[src/rtl/iob_ptfloat_fpu_ctrl_pkg.sv]
// Shared opcodes, FSM state type and helpers for the ptfloat FPU controller.
package iob_ptfloat_fpu_ctrl_pkg;

   localparam int unsigned OPCODE_W = 2;
   localparam int unsigned FLAGS_W  = 3;

   localparam logic [OPCODE_W-1:0] OpAdd = 2'b00;
   localparam logic [OPCODE_W-1:0] OpSub = 2'b01;
   localparam logic [OPCODE_W-1:0] OpMul = 2'b10;
   localparam logic [OPCODE_W-1:0] OpDiv = 2'b11;

   typedef enum logic [1:0] {
      StIdle = 2'd0,
      StPipe = 2'd1,
      StDiv  = 2'd2
   } ctrl_state_e;

   // Divide is the only non-pipelined FPU operation.
   function automatic logic is_div_op(input logic [OPCODE_W-1:0] op);
      return (op == OpDiv);
   endfunction

endpackage

[src/rtl/iob_ptfloat_fpu_rsp_fifo.sv]
// Synchronous response FIFO with occupancy count; push and pop may coincide at any fill level.
module iob_ptfloat_fpu_rsp_fifo #(
   parameter  int unsigned DEPTH = 4,
   parameter  int unsigned WIDTH = 35,
   localparam int unsigned CNT_W = $clog2(DEPTH) + 1
) (
   input  logic             clk_i,
   input  logic             arst_i,
   input  logic             cke_i,
   input  logic             push_i,
   input  logic [WIDTH-1:0] push_data_i,
   input  logic             pop_i,
   output logic [WIDTH-1:0] pop_data_o,
   output logic [CNT_W-1:0] count_o
);

   localparam int unsigned PTR_W = $clog2(DEPTH);

   logic [WIDTH-1:0] r_mem [DEPTH];
   logic [PTR_W-1:0] r_wptr;
   logic [PTR_W-1:0] r_rptr;
   logic [CNT_W-1:0] r_count;
   logic             w_push;
   logic             w_pop;

   assign w_push = cke_i & push_i;
   assign w_pop  = cke_i & pop_i & (r_count != '0);

   // Storage needs no reset: only entries covered by r_count are ever read.
   always_ff @(posedge clk_i) begin
      if (w_push) begin
         r_mem[r_wptr] <= push_data_i;
      end
   end

   // Pointer and occupancy tracking; pointers wrap naturally (depth is a power of two).
   always_ff @(posedge clk_i or posedge arst_i) begin
      if (arst_i) begin
         r_wptr  <= '0;
         r_rptr  <= '0;
         r_count <= '0;
      end else begin
         if (w_push) r_wptr <= r_wptr + 1'b1;
         if (w_pop)  r_rptr <= r_rptr + 1'b1;
         case ({w_push, w_pop})
            2'b10:   r_count <= r_count + 1'b1;
            2'b01:   r_count <= r_count - 1'b1;
            default: r_count <= r_count;
         endcase
      end
   end

   assign pop_data_o = r_mem[r_rptr];
   assign count_o    = r_count;

endmodule

[src/rtl/iob_ptfloat_fpu_ctrl.sv]
// Initiator-side controller for iob_ptfloat_fpu: credit-limited issue, in-order buffered responses.
module iob_ptfloat_fpu_ctrl
   import iob_ptfloat_fpu_ctrl_pkg::*;
#(
   parameter int unsigned DATA_W    = 32,
   parameter int unsigned EW_W      = 4,
   parameter int unsigned RES_DEPTH = 4
) (
   input  logic                clk_i,
   input  logic                arst_i,
   input  logic                cke_i,
   input  logic                cmd_valid_i,
   output logic                cmd_ready_o,
   input  logic [OPCODE_W-1:0] cmd_op_i,
   input  logic [DATA_W-1:0]   cmd_op1_i,
   input  logic [DATA_W-1:0]   cmd_op2_i,
   output logic                rsp_valid_o,
   input  logic                rsp_ready_i,
   output logic [DATA_W-1:0]   rsp_data_o,
   output logic                rsp_overflow_o,
   output logic                rsp_underflow_o,
   output logic                rsp_div_by_zero_o,
   output logic [OPCODE_W-1:0] fpu_op_o,
   output logic                fpu_start_o,
   output logic [DATA_W-1:0]   fpu_op1_o,
   output logic [DATA_W-1:0]   fpu_op2_o,
   input  logic                fpu_done_i,
   input  logic [DATA_W-1:0]   fpu_data_i,
   input  logic                fpu_overflow_i,
   input  logic                fpu_underflow_i,
   input  logic                fpu_div_by_zero_i,
   output logic                err_o
);

   localparam int unsigned CNT_W   = $clog2(RES_DEPTH) + 1;
   localparam int unsigned OCC_W   = CNT_W + 1;
   localparam int unsigned ENTRY_W = DATA_W + FLAGS_W;

   if ((RES_DEPTH < 2) || ((RES_DEPTH & (RES_DEPTH - 1)) != 0) || (EW_W >= DATA_W))
   begin : g_bad_params
      $error("iob_ptfloat_fpu_ctrl: RES_DEPTH must be a power of two >= 2, EW_W < DATA_W");
   end

   ctrl_state_e         r_state;
   ctrl_state_e         w_state_d;
   logic [CNT_W-1:0]    r_inflight;
   logic [CNT_W-1:0]    w_inflight_d;
   logic                r_err;
   logic                r_start;
   logic [OPCODE_W-1:0] r_op;
   logic [DATA_W-1:0]   r_op1;
   logic [DATA_W-1:0]   r_op2;

   logic [CNT_W-1:0]    w_fifo_count;
   logic [ENTRY_W-1:0]  w_fifo_rdata;
   logic [ENTRY_W-1:0]  w_rsp_entry;
   logic [OCC_W-1:0]    w_occ;
   logic                w_room;
   logic                w_cmd_ready;
   logic                w_accept;
   logic                w_done_ok;
   logic                w_spurious;
   logic                w_rsp_valid;

   // Every accepted op owns a FIFO slot until popped, so the FPU can never overrun the buffer.
   assign w_occ      = OCC_W'(r_inflight) + OCC_W'(w_fifo_count);
   assign w_room     = (w_occ < OCC_W'(RES_DEPTH));
   assign w_done_ok  = cke_i & fpu_done_i & (r_inflight != '0);
   assign w_spurious = cke_i & fpu_done_i & (r_inflight == '0);

   // Command readiness: depends on state, credit and opcode, never on cmd_valid_i.
   always_comb begin
      w_cmd_ready = 1'b0;
      if (cke_i && !arst_i) begin
         case (r_state)
            StIdle:  w_cmd_ready = w_room;
            StPipe:  w_cmd_ready = w_room & ~is_div_op(cmd_op_i);
            StDiv:   w_cmd_ready = 1'b0;
            default: w_cmd_ready = 1'b0;
         endcase
      end
   end

   assign w_accept    = cmd_valid_i & w_cmd_ready;
   assign cmd_ready_o = w_cmd_ready;

   // Next-state and inflight counter update.
   always_comb begin
      w_state_d    = r_state;
      w_inflight_d = r_inflight + CNT_W'(w_accept) - CNT_W'(w_done_ok);
      case (r_state)
         StIdle: begin
            if (w_accept) w_state_d = is_div_op(cmd_op_i) ? StDiv : StPipe;
         end
         StPipe: begin
            if (!w_accept && (w_inflight_d == '0)) w_state_d = StIdle;
         end
         StDiv: begin
            if (w_done_ok) w_state_d = StIdle;
         end
         default: w_state_d = StIdle;
      endcase
   end

   // State, counters, sticky error and issue registers; cke_i low freezes everything.
   always_ff @(posedge clk_i or posedge arst_i) begin
      if (arst_i) begin
         r_state    <= StIdle;
         r_inflight <= '0;
         r_err      <= 1'b0;
         r_start    <= 1'b0;
         r_op       <= '0;
         r_op1      <= '0;
         r_op2      <= '0;
      end else if (cke_i) begin
         r_state    <= w_state_d;
         r_inflight <= w_inflight_d;
         r_err      <= r_err | w_spurious;
         r_start    <= w_accept;
         if (w_accept) begin
            r_op  <= cmd_op_i;
            r_op1 <= cmd_op1_i;
            r_op2 <= cmd_op2_i;
         end
      end
   end

   iob_ptfloat_fpu_rsp_fifo #(
      .DEPTH (RES_DEPTH),
      .WIDTH (ENTRY_W)
   ) u_rsp_fifo (
      .clk_i       (clk_i),
      .arst_i      (arst_i),
      .cke_i       (cke_i),
      .push_i      (w_done_ok),
      .push_data_i ({fpu_div_by_zero_i, fpu_overflow_i, fpu_underflow_i, fpu_data_i}),
      .pop_i       (w_rsp_valid & rsp_ready_i),
      .pop_data_o  (w_fifo_rdata),
      .count_o     (w_fifo_count)
   );

   assign w_rsp_valid = cke_i & (w_fifo_count != '0);
   // Zero the payload when nothing is presented so stale storage never leaks out.
   assign w_rsp_entry = w_rsp_valid ? w_fifo_rdata : '0;

   assign rsp_valid_o       = w_rsp_valid;
   assign rsp_data_o        = w_rsp_entry[DATA_W-1:0];
   assign rsp_underflow_o   = w_rsp_entry[DATA_W];
   assign rsp_overflow_o    = w_rsp_entry[DATA_W+1];
   assign rsp_div_by_zero_o = w_rsp_entry[DATA_W+2];

   assign fpu_start_o = r_start & cke_i;
   assign fpu_op_o    = r_op;
   assign fpu_op1_o   = r_op1;
   assign fpu_op2_o   = r_op2;
   assign err_o       = r_err;

endmodule

[config.mk]
export PLATFORM = sky130hd
export DESIGN_NAME = iob_ptfloat_fpu_ctrl
export DESIGN_NICKNAME = d
export VERILOG_FILES = /design/src/rtl/iob_ptfloat_fpu_ctrl_pkg.sv /design/src/rtl/iob_ptfloat_fpu_rsp_fifo.sv /design/src/rtl/iob_ptfloat_fpu_ctrl.sv
export SDC_FILE = /design/constraint.sdc
export NUM_CORES = 1
export LEC_CHECK = 0
export ABC_AREA = 1
export CORE_MARGIN = 8
export CORE_UTILIZATION = 40
export DETAILED_ROUTE_END_ITERATION = 8
export MAX_ROUTING_LAYER = met4
export PLACE_DENSITY = 0.73
export SLEW_MARGIN = 10
export SYNTH_ARGS = -nofsm -noshare
export SYNTH_HDL_FRONTEND = slang
export SYNTH_SLANG_ARGS = --single-unit
[constraint.sdc]
create_clock -name clk_i -period 4.7 [get_ports clk_i]
set_input_delay 0.705 -clock clk_i [delete_from_list [all_inputs] [get_ports clk_i]]
set_output_delay 0.705 -clock clk_i [all_outputs]
set_load 0.02 [all_outputs]
; Word-level counts from Yosys, hierarchy flattened
; Memories as Yosys holds them, arrays and structs flattened.
; Index checks and enable logic that the tools add are counted.
[totals]
reg_bits = 80
mem_bits_rw = 140
input_bits = 107
out_inout_bits = 105
wordCells = 63
memories = 1
[mem_list]
columns = name, words, word_bits, read_ports, rd_ports_with_merged_regs, write_ports, line
row1 = u_rsp_fifo.r_mem, 4, 35, 1, 0, 1, iob_ptfloat_fpu_rsp_fifo.sv:19  ; logic [WIDTH-1:0] r_mem [DEPTH];
[op_classes]
add_sub_neg = 7
magnitude_cmp = 1
n_eq_ne = 8
mux = 11
bitwise = 13
n_reduce_logical = 12
[ops]
columns = cell, count
row1 = 2-to-1 mux 35 bit, 1
row2 = AND 1 bit, 11
row3 = 2-to-1 mux 2 bit, 4
row4 = "equality test 2 bit, second input constant", 3
row5 = zero test 3 bit, 2
row6 = one-hot mux 2 bit (3 select lines), 1
row7 = one-hot mux 3 bit (2 select lines), 1
row8 = nonzero test 3 bit, 2
row9 = "adder 2 x 1 -> 2 bit, second input constant", 2
row10 = adder 3 x 3 -> 4 bit, 1
row11 = "equality test 2 x 1 -> 1 bit, second input constant", 2
row12 = "less-than comparator 4 x 3 -> 1 bit, second input constant", 1
row13 = "inequality test 2 bit, second input constant", 2
row14 = AND reduction 4 bit, 1
row15 = adder 3 x 1 -> 3 bit, 1
row16 = "adder 3 x 1 -> 3 bit, second input constant", 1
row17 = 2-to-1 mux 1 bit, 3
row18 = subtractor 3 x 1 -> 3 bit, 1
row19 = "subtractor 3 x 1 -> 3 bit, second input constant", 1
row20 = logical AND 1 bit, 2
row21 = zero test 1 bit, 2
row22 = zero test 2 bit, 1
row23 = "inequality test 2 x 1 -> 1 bit, second input constant", 1
row24 = one-hot mux 1 bit (2 select lines), 1
row25 = 4 further kinds, 4

; Depth between registers and ports, before layout
; Gate-level depths: netlist (run 1).
[depth]
depth_word = 12
mapped_depth = 20
mapped_depth_nobuf = 19

; Hierarchy
; Synthesis (run 1) repeated with hierarchy kept, for this count alone.
[hier_totals]
cells_unflattened = 751
hier_area_um2 = 9400.3
[by_module_without_submodules]
columns = mod, n_inst, cells_per_inst, area_each_um2, seq_area_each_um2
row1 = iob_ptfloat_fpu_rsp_fifo, 1, 465, 6104.6, 4379.2
row2 = iob_ptfloat_fpu_ctrl, 1, 286, 3295.7, 1826.8

; Worst setup path after synthesis (run 1)
; No wires, ideal clock.
[synth_timing]
path_kind = in2reg
start = in arst_i
end = reg r_state[1]
setup_ps = 117
arrival_ps = 4411
t_required_ps = 4583
path_slack_ps = 172
stages = 17
n_path_buf = 1
path_cell_list = inv_1 > nand2_2 > nor2_1 > nand3b_4 > clkbuf_8 > ha_1 > inv_1 > ha_1 > inv_1 > fa_1 > nand2_1 > nor2_1 > nand2_1 > nand2_1 > nand3_2 > nand2_1 > nand2_1
[synth_between]
elab_chain_len = 10
elab_cells_between_ends = 12
classes_between = add/sub: 2 / eq/ne: 2 / mux: 1 / bitwise: 1 / reduce/logical: 6
[synth_rtl]
columns = element, line
row1 = "start, declared", iob_ptfloat_fpu_ctrl.sv:10  ; input logic arst_i,
row2 = zero test 1 bit (no line) *, --
row3 = logical AND 1 bit *, iob_ptfloat_fpu_ctrl.sv:74  ; if (cke_i && !arst_i) begin
row4 = 2-to-1 mux 1 bit *, iob_ptfloat_fpu_ctrl.sv:74
row5 = AND 1 bit *, iob_ptfloat_fpu_ctrl.sv:84  ; assign w_accept = cmd_valid_i & w_cmd_ready;
row6 = adder 3 x 1 -> 3 bit, iob_ptfloat_fpu_ctrl.sv:90  ; w_inflight_d = r_inflight + CNT_W'(w_accept) - CNT_W'(w_done_ok);
row7 = subtractor 3 x 1 -> 3 bit, iob_ptfloat_fpu_ctrl.sv:90
row8 = zero test 3 bit, iob_ptfloat_fpu_ctrl.sv:96  ; if (!w_accept && (w_inflight_d == '0)) w_state_d = StIdle;
row9 = logical AND 1 bit, iob_ptfloat_fpu_ctrl.sv:96
row10 = inequality test 2 bit (no line), --
row11 = AND reduction 4 bit (no line) *, --
row12 = "end signal, assigned", iob_ptfloat_fpu_ctrl.sv:108  ; r_state <= StIdle;
row13 = "end signal, assigned", iob_ptfloat_fpu_ctrl.sv:116  ; r_state <= w_state_d;
row14 = "end, declared", iob_ptfloat_fpu_ctrl.sv:44  ; ctrl_state_e r_state;
; Mark *: on every way between the ends. The rest lies on a longest branch, timed or not.
; A chain may end at the register's enable or synchronous reset.

; Final worst setup path (run 1)
[layout_timing]
start = in cke_i
end = out rsp_data_o[8]
[layout_between]
elab_chain_len = 2
[layout_rtl]
columns = element, line
row1 = "start, declared", iob_ptfloat_fpu_ctrl.sv:11  ; input logic cke_i,
row2 = AND 1 bit, iob_ptfloat_fpu_ctrl.sv:142  ; assign w_rsp_valid = cke_i & (w_fifo_count != '0);
row3 = 2-to-1 mux 35 bit, iob_ptfloat_fpu_ctrl.sv:144  ; assign w_rsp_entry = w_rsp_valid ? w_fifo_rdata : '0;
row4 = "end, declared", iob_ptfloat_fpu_ctrl.sv:19  ; output logic [DATA_W-1:0] rsp_data_o,
; No other way between the ends.

==> results of run 1 <==
-- area by class of cell --
type / instances / area share
flip-flops and latches: 220 / 0.518
multi-input cells: 385 / 0.194
repair buffers: 225 / 0.185
clock buffers: 33 / 0.0564
well taps: 280 / 0.0293
clock inverters: 11 / 0.00867
inverters: 26 / 0.00826
-- worst reg2reg max path, delay by kind of cell, from the launching register on --
family        cells  cell delay [ns]
simple gates      9             1.06
fa+ha+maj         3             0.90
flops             1             0.45
buf+inv           4             0.46
-- synth_stat cells, drive strengths merged --
cell type	instances	area [um^2]
nand4	1	6.26
o21bai	1	7.51
nand3	8	45.0
nor3	1	5.00
o21ai	76	380
buf	8	42.5
clkbuf	25	164
a21oi	37	196
nand3b	1	20.0
fa	2	40.0
xnor2	1	8.76
clkinv	2	7.51
dfrtp	80	2000
edfxtp	140	4200
ha	9	113
xor2	4	35.0
nand2	26	100
a31oi	1	21.3
mux2	66	743
nor2	151	567
inv	24	90.1
-- per-stage QoR --
step	power [mW]	cells	setup slack (ns)	util
after floorplan	4.50	664	0.172	-
after global placement	5.83	1136	1.09	0.516
after detailed placement	5.88	1136	0.955	0.516
after CTS	7.75	1180	0.994	0.552
after global routing	8.11	1180	0.830	0.552
final	7.65	1180	1.03	0.552
-- metal layers --
metal | GRT usage | routed length (um)
met2 | 0.264 | 9960
met3 | 0.0744 | 2840
met4 | 0.0343 | 294
met1 | 0.186 | 8540
met5 | - | 0
-- registers in the layout (all words and copies together), names as in the netlist --
| register | flops |
|---|---|
| err_o | 1 |
| fpu_op1_o | 32 |
| fpu_op2_o | 32 |
| fpu_op_o | 2 |
| r_inflight | 3 |
| r_start | 1 |
| r_state | 2 |
| u_rsp_fifo.count_o | 3 |
| u_rsp_fifo.r_mem | 140 |
| u_rsp_fifo.r_rptr | 2 |
| u_rsp_fifo.r_wptr | 2 |
-- how the worst min path moves through the flow --
| stage | from | end | slack (ns) | cells after the start |
|---|---|---|---|---|
| final | err_o | err_o | 0.48 | 1 |
| after global routing | r_start | r_start | 0.51 | 2 |
| after CTS | err_o | err_o | 0.49 | 1 |
| after detailed placement | r_start | r_start | 0.47 | 2 |
| after global placement | err_o | err_o | 0.46 | 1 |
| after floorplan | r_start | r_start | 0.45 | 2 |
-- power by group --
| group | leakage, nW | internal [mW] | switching (mW) |
|---|---|---|---|
| combinational | 1.92 | 1.36 | 1.72 |
| clock | 0.384 | 1.11 | 0.719 |
| sequential | 2.24 | 2.52 | 0.212 |
| total | 4.55 | 5.00 | 2.65 |
-- kinds of logic (layout without fill, tap and decap cells) --
family                     count (synthesis)  count (layout)  share of synthesized area
buffers and inverters                     59             295                     0.0346
muxes                                     66              66                     0.0845
xor gates and xnor gates                   5               5                    0.00498
DFF                                      220             220                      0.705
AOI/OAI and AO/OA                        115             115                     0.0688
adders and majority gates                 11              11                     0.0173
and+or+nand+nor                          188             188                     0.0845
==> results.yml, run 1 <==
detailed_routing:
  drtIter0Drc: 313
  wl_per_cell_um: 18.3
  drt_wl_total_um: 21600
  antenna_left: 0
  vias: 5740
  drc_errors: 0
  drt_first_pass_iters: 4
  viasPerCell: 4.86
clock_tree:
  clock_latency_ns: 0.51
  cts_buffer_depth: 3
  cts.sinks: 220
  cts_tree: "done"
  cts_htree_levels: 1
  cts_root_buffer: "clkbuf_16"
  ctsResizeCount: 0
  cts_made_buffers: 24
  clk_pin_slew_ns: 0.06
  cts_hold_buf: 0
  postCtsSetupBuffers: 0
logic_synthesis:
  yosys_warnings: 0
  syn_inst: 664
  synth-seq-cells: 220
  syn_area_per_cell_um2: 13.3
  syn_area_um2: 8800
  syn-num-nets: 782
  yosysSeqAreaShare: 0.705
  synth_cell_types: 28
critical_path:
  path_buf_inv: 5
  path_cells: "clkdlybuf4s50_1, inv_1, a31oi_4, clkinv_1, buf_4, a21oi_1, clkdlybuf4s50_1"
  timing.rr.end: "r_state[1]"
  rrSetupSlack_ns: 1.75
  worstPathArrival_ns: 2.97
  required_ns: 3.99
  worst-setup-path-type: "in2out"
  cp_common_cell: "clkdlybuf4s50_1"
  regToRegStartpoint: "r_inflight[1]"
  critPathLaunchType: "input port"
  cp_max_fo: 35
  crit_path_max_incr_delay_ns: 0.64
  critPathTopFamily: "buffers and inverters"
  reg2reg_depth: 16
  path_depth: 7
  startpoint: "cke_i"
  crit_path_end_kind: "output port"
  slowest_stage: "clkdlybuf4s50_1"
  crit_end: "rsp_data_o[8]"
hold_path:
  hp-class: "reg2reg"
sta:
  hold_ws_ns: 0.478
  max-slew-margin-rel: 0.407
  fin_crit_sh: 0.781
  fin_skew_ns: 0.0132
  timing.fmax_mhz: 272
  layout_min_cycle_time_ns: 3.67
  final_max_slew_viol_count: 0
  setup_tns_ns: 0
  rsz0062_at_grt: "false"
  hold_viol: 0
  tightest_slew_ns: 0.888
  finalSetupViolations: 0
global_routing:
  grt_pass1_wl_um: 33100
  overflow: 0
  grt_usage: 0.164
  grt_pass1_vias: 6170
  grt_max_degree: 71
  grt_antenna_before_repair: 0
status:
  status: "completed"
place:
  portBuffers: 211
  place_area_um2: 11200
  gp_congestion: 0.751
  place_hpwl_um: 14700
final_layout:
  finalInstanceArea_um2: 12000
  final_common_cell: "clkdlybuf4s50_1"
  n_antenna_cell: 0
  drive_gt1_frac: 0.140
  layout.nets: 1000
  layout_common_cells: "clkdlybuf4s50_1 (211), nor2_1 (147), edfxtp_1 (140), dfrtp_1 (79), o21ai_0 (67)"
  seqCellArea_um2: 6210
  multi_input_area_um2: 2320
  fillers: 1747
  area_growth_pct: 36.1
die:
  initial_core_util: 0.406
  num_rows: 54
  die_w_um: 164
  die-area_um2: 27000
  core_um2: 21700
  ios: 212
  fp.dieH_um: 164
power_and_ir_drop:
  peakVddDrop_v: 0.000413
  p_per_area_nw_per_um2: 639
  p_leak_nw: 4.55
run:
  cap_violations: 0
Note: power is estimated with default switching activity, not from simulation.
==> run 2: changes to the inputs <==
==> constraint.sdc (replaced) <==
create_clock -name clk_i -period 3.8 [get_ports clk_i]
set_input_delay 0.57 -clock clk_i [delete_from_list [all_inputs] [get_ports clk_i]]
set_output_delay 0.57 -clock clk_i [all_outputs]
set_load 0.02 [all_outputs]
==> results.yml, run 2 (same netlist as run 1, synthesis figures left out) <==
status:
  status: "completed"
clock_tree:
  cts_made_buffers: 24
  ctsResizeCount: 0
  cts_root_buffer: "clkbuf_16"
  clk_pin_slew_ns: 0.06
  cts.sinks: 220
  cts_htree_levels: 1
  postCtsSetupBuffers: 0
  clock_latency_ns: 0.51
  cts_buffer_depth: 3
  cts_tree: "done"
  cts_hold_buf: 0
power_and_ir_drop:
  internal_power_mw: 6.55
  pwr-share-comb: 0.386
  p_seq_frac: 0.341
  peakVddDrop_v: 0.000556
  p_leak_nw: 4.62
  switchingPower_mw: 3.35
  switching_share: 0.338
  clock_power_share: 0.272
  p_per_area_nw_per_um2: 815
detailed_routing:
  vias: 5811
  drtIter0Drc: 375
  antenna_left: 0
  drc_errors: 0
  drt_wl_total_um: 21800
  wl_per_cell_um: 18.4
  drt_first_pass_iters: 4
  viasPerCell: 4.92
global_routing:
  grt_max_degree: 81
  globalRouteMet3Util: 0.0739
  grt_antenna_before_repair: 2
  grt_pass1_vias: 6163
  overflow: 0
  grt_use_met2: 0.266
  busiest_layer: "met2"
  grt_usage: 0.166
  grtUsageMet1: 0.191
  grt_pass1_wl_um: 33700
critical_path:
  critPathTopFamily: "buffers and inverters"
  worst-setup-path-type: "reg2out"
  critPathLaunchType: "register"
  worstPathArrival_ns: 2.73
  path_buf_inv: 2
  required_ns: 3.23
  path_cells: "buf_4, nor2_1, nor2_1, o21ai_1, a21oi_1, clkdlybuf4s50_1"
  crit_path_max_incr_delay_ns: 0.63
  crit_path_end_kind: "output port"
  cp_common_cell: "nor2_1"
  cp_max_fo: 70
  slowest_stage: "clkdlybuf4s50_1"
  rrSetupSlack_ns: 1.00
sta:
  fin_skew_ns: 0.0126
  finalSetupViolations: 0
  fin_crit_sh: 0.868
  max-slew-margin-rel: 0.323
  final_max_slew_viol_count: 0
  timing.fmax_mhz: 303
  hold_viol: 0
  rsz0062_at_grt: "false"
  setup_tns_ns: 0
  layout_min_cycle_time_ns: 3.30
  tightest_slew_ns: 1.02
die:
  die_w_um: 164
  initial_core_util: 0.406
  num_rows: 54
  die-area_um2: 27000
  core_um2: 21700
  fp.dieH_um: 164
  ios: 212
place:
  place_hpwl_um: 14200
  portBuffers: 211
  gp_congestion: 0.809
  place_area_um2: 11200
final_layout:
  area_growth_pct: 38.1
  layout_common_cells: "clkdlybuf4s50_1 (210), nor2_1 (147), edfxtp_1 (140), dfrtp_1 (79), o21ai_0 (67)"
  layout.nets: 1000
  largest_reg_flops: 140
  drive_gt1_frac: 0.151
  finalInstanceArea_um2: 12200
  fillers: 1770
  final_common_cell: "clkdlybuf4s50_1"
  regMostFlops: "u_rsp_fifo.r_mem"
run:
  cap_violations: 0
hold_path:
  hp-class: "reg2reg"
run 2: path summary, 6_finish.rpt:
| kind | startpoint | end | depth (start not counted) |
|---|---|---|---|
| hold reg to reg | err_o | err_o | 1 |
| max in group asynchronous | arst_i | u_rsp_fifo.r_rptr[0] | 3 |
| setup reg to reg | r_inflight[2] | r_state[0] | 17 |
| min in group asynchronous | arst_i | fpu_op1_o[23] | 3 |
| hold / removal | err_o | err_o | 1 |
| setup / recovery | u_rsp_fifo.r_rptr[0] | rsp_data_o[29] | 6 |
run 2: per-layer routing:
layer / part of all wire / vias to the layer above
met4: 0.012 / 0
met5: 0 / -
met3: 0.13 / 25
li1: - / 2748
met1: 0.39 / 2783
met2: 0.47 / 255
run 2: power groups by stage:
stage                     Combinational (mW)  Sequential (mW)  Clock (mW)
after floorplan                         1.75             3.81           0
after CTS                               3.90             3.39        2.75
after detailed placement                3.87             3.42           0
after global routing                    4.17             3.45        2.85
after global placement                  3.84             3.39           0
final                                   3.82             3.38        2.70
run 2: cell type report:
type / instances / area [um^2] / area share
clock inverters: 19 / 317 / 0.0261
repair buffers: 225 / 2230 / 0.183
multi-input cells: 385 / 2320 / 0.191
well taps: 280 / 350 / 0.0288
diodes: 2 / 5.00 / 0.000412
flip-flops and latches: 220 / 6210 / 0.511
clock buffers: 25 / 626 / 0.0515
inverters: 26 / 101 / 0.00834
run 2: through the flow:
stage	hold slack [ns]	cells	setup slack, ns	util	power, mW
after global routing	0.511	1182	0.301	0.560	10.5
final	0.480	1182	0.503	0.560	9.90
after detailed placement	0.469	1136	0.598	0.517	7.29
after floorplan	0.449	664	0.0481	-	5.56
after global placement	0.463	1136	0.631	0.517	7.24
after CTS	0.483	1180	0.471	0.560	10.0
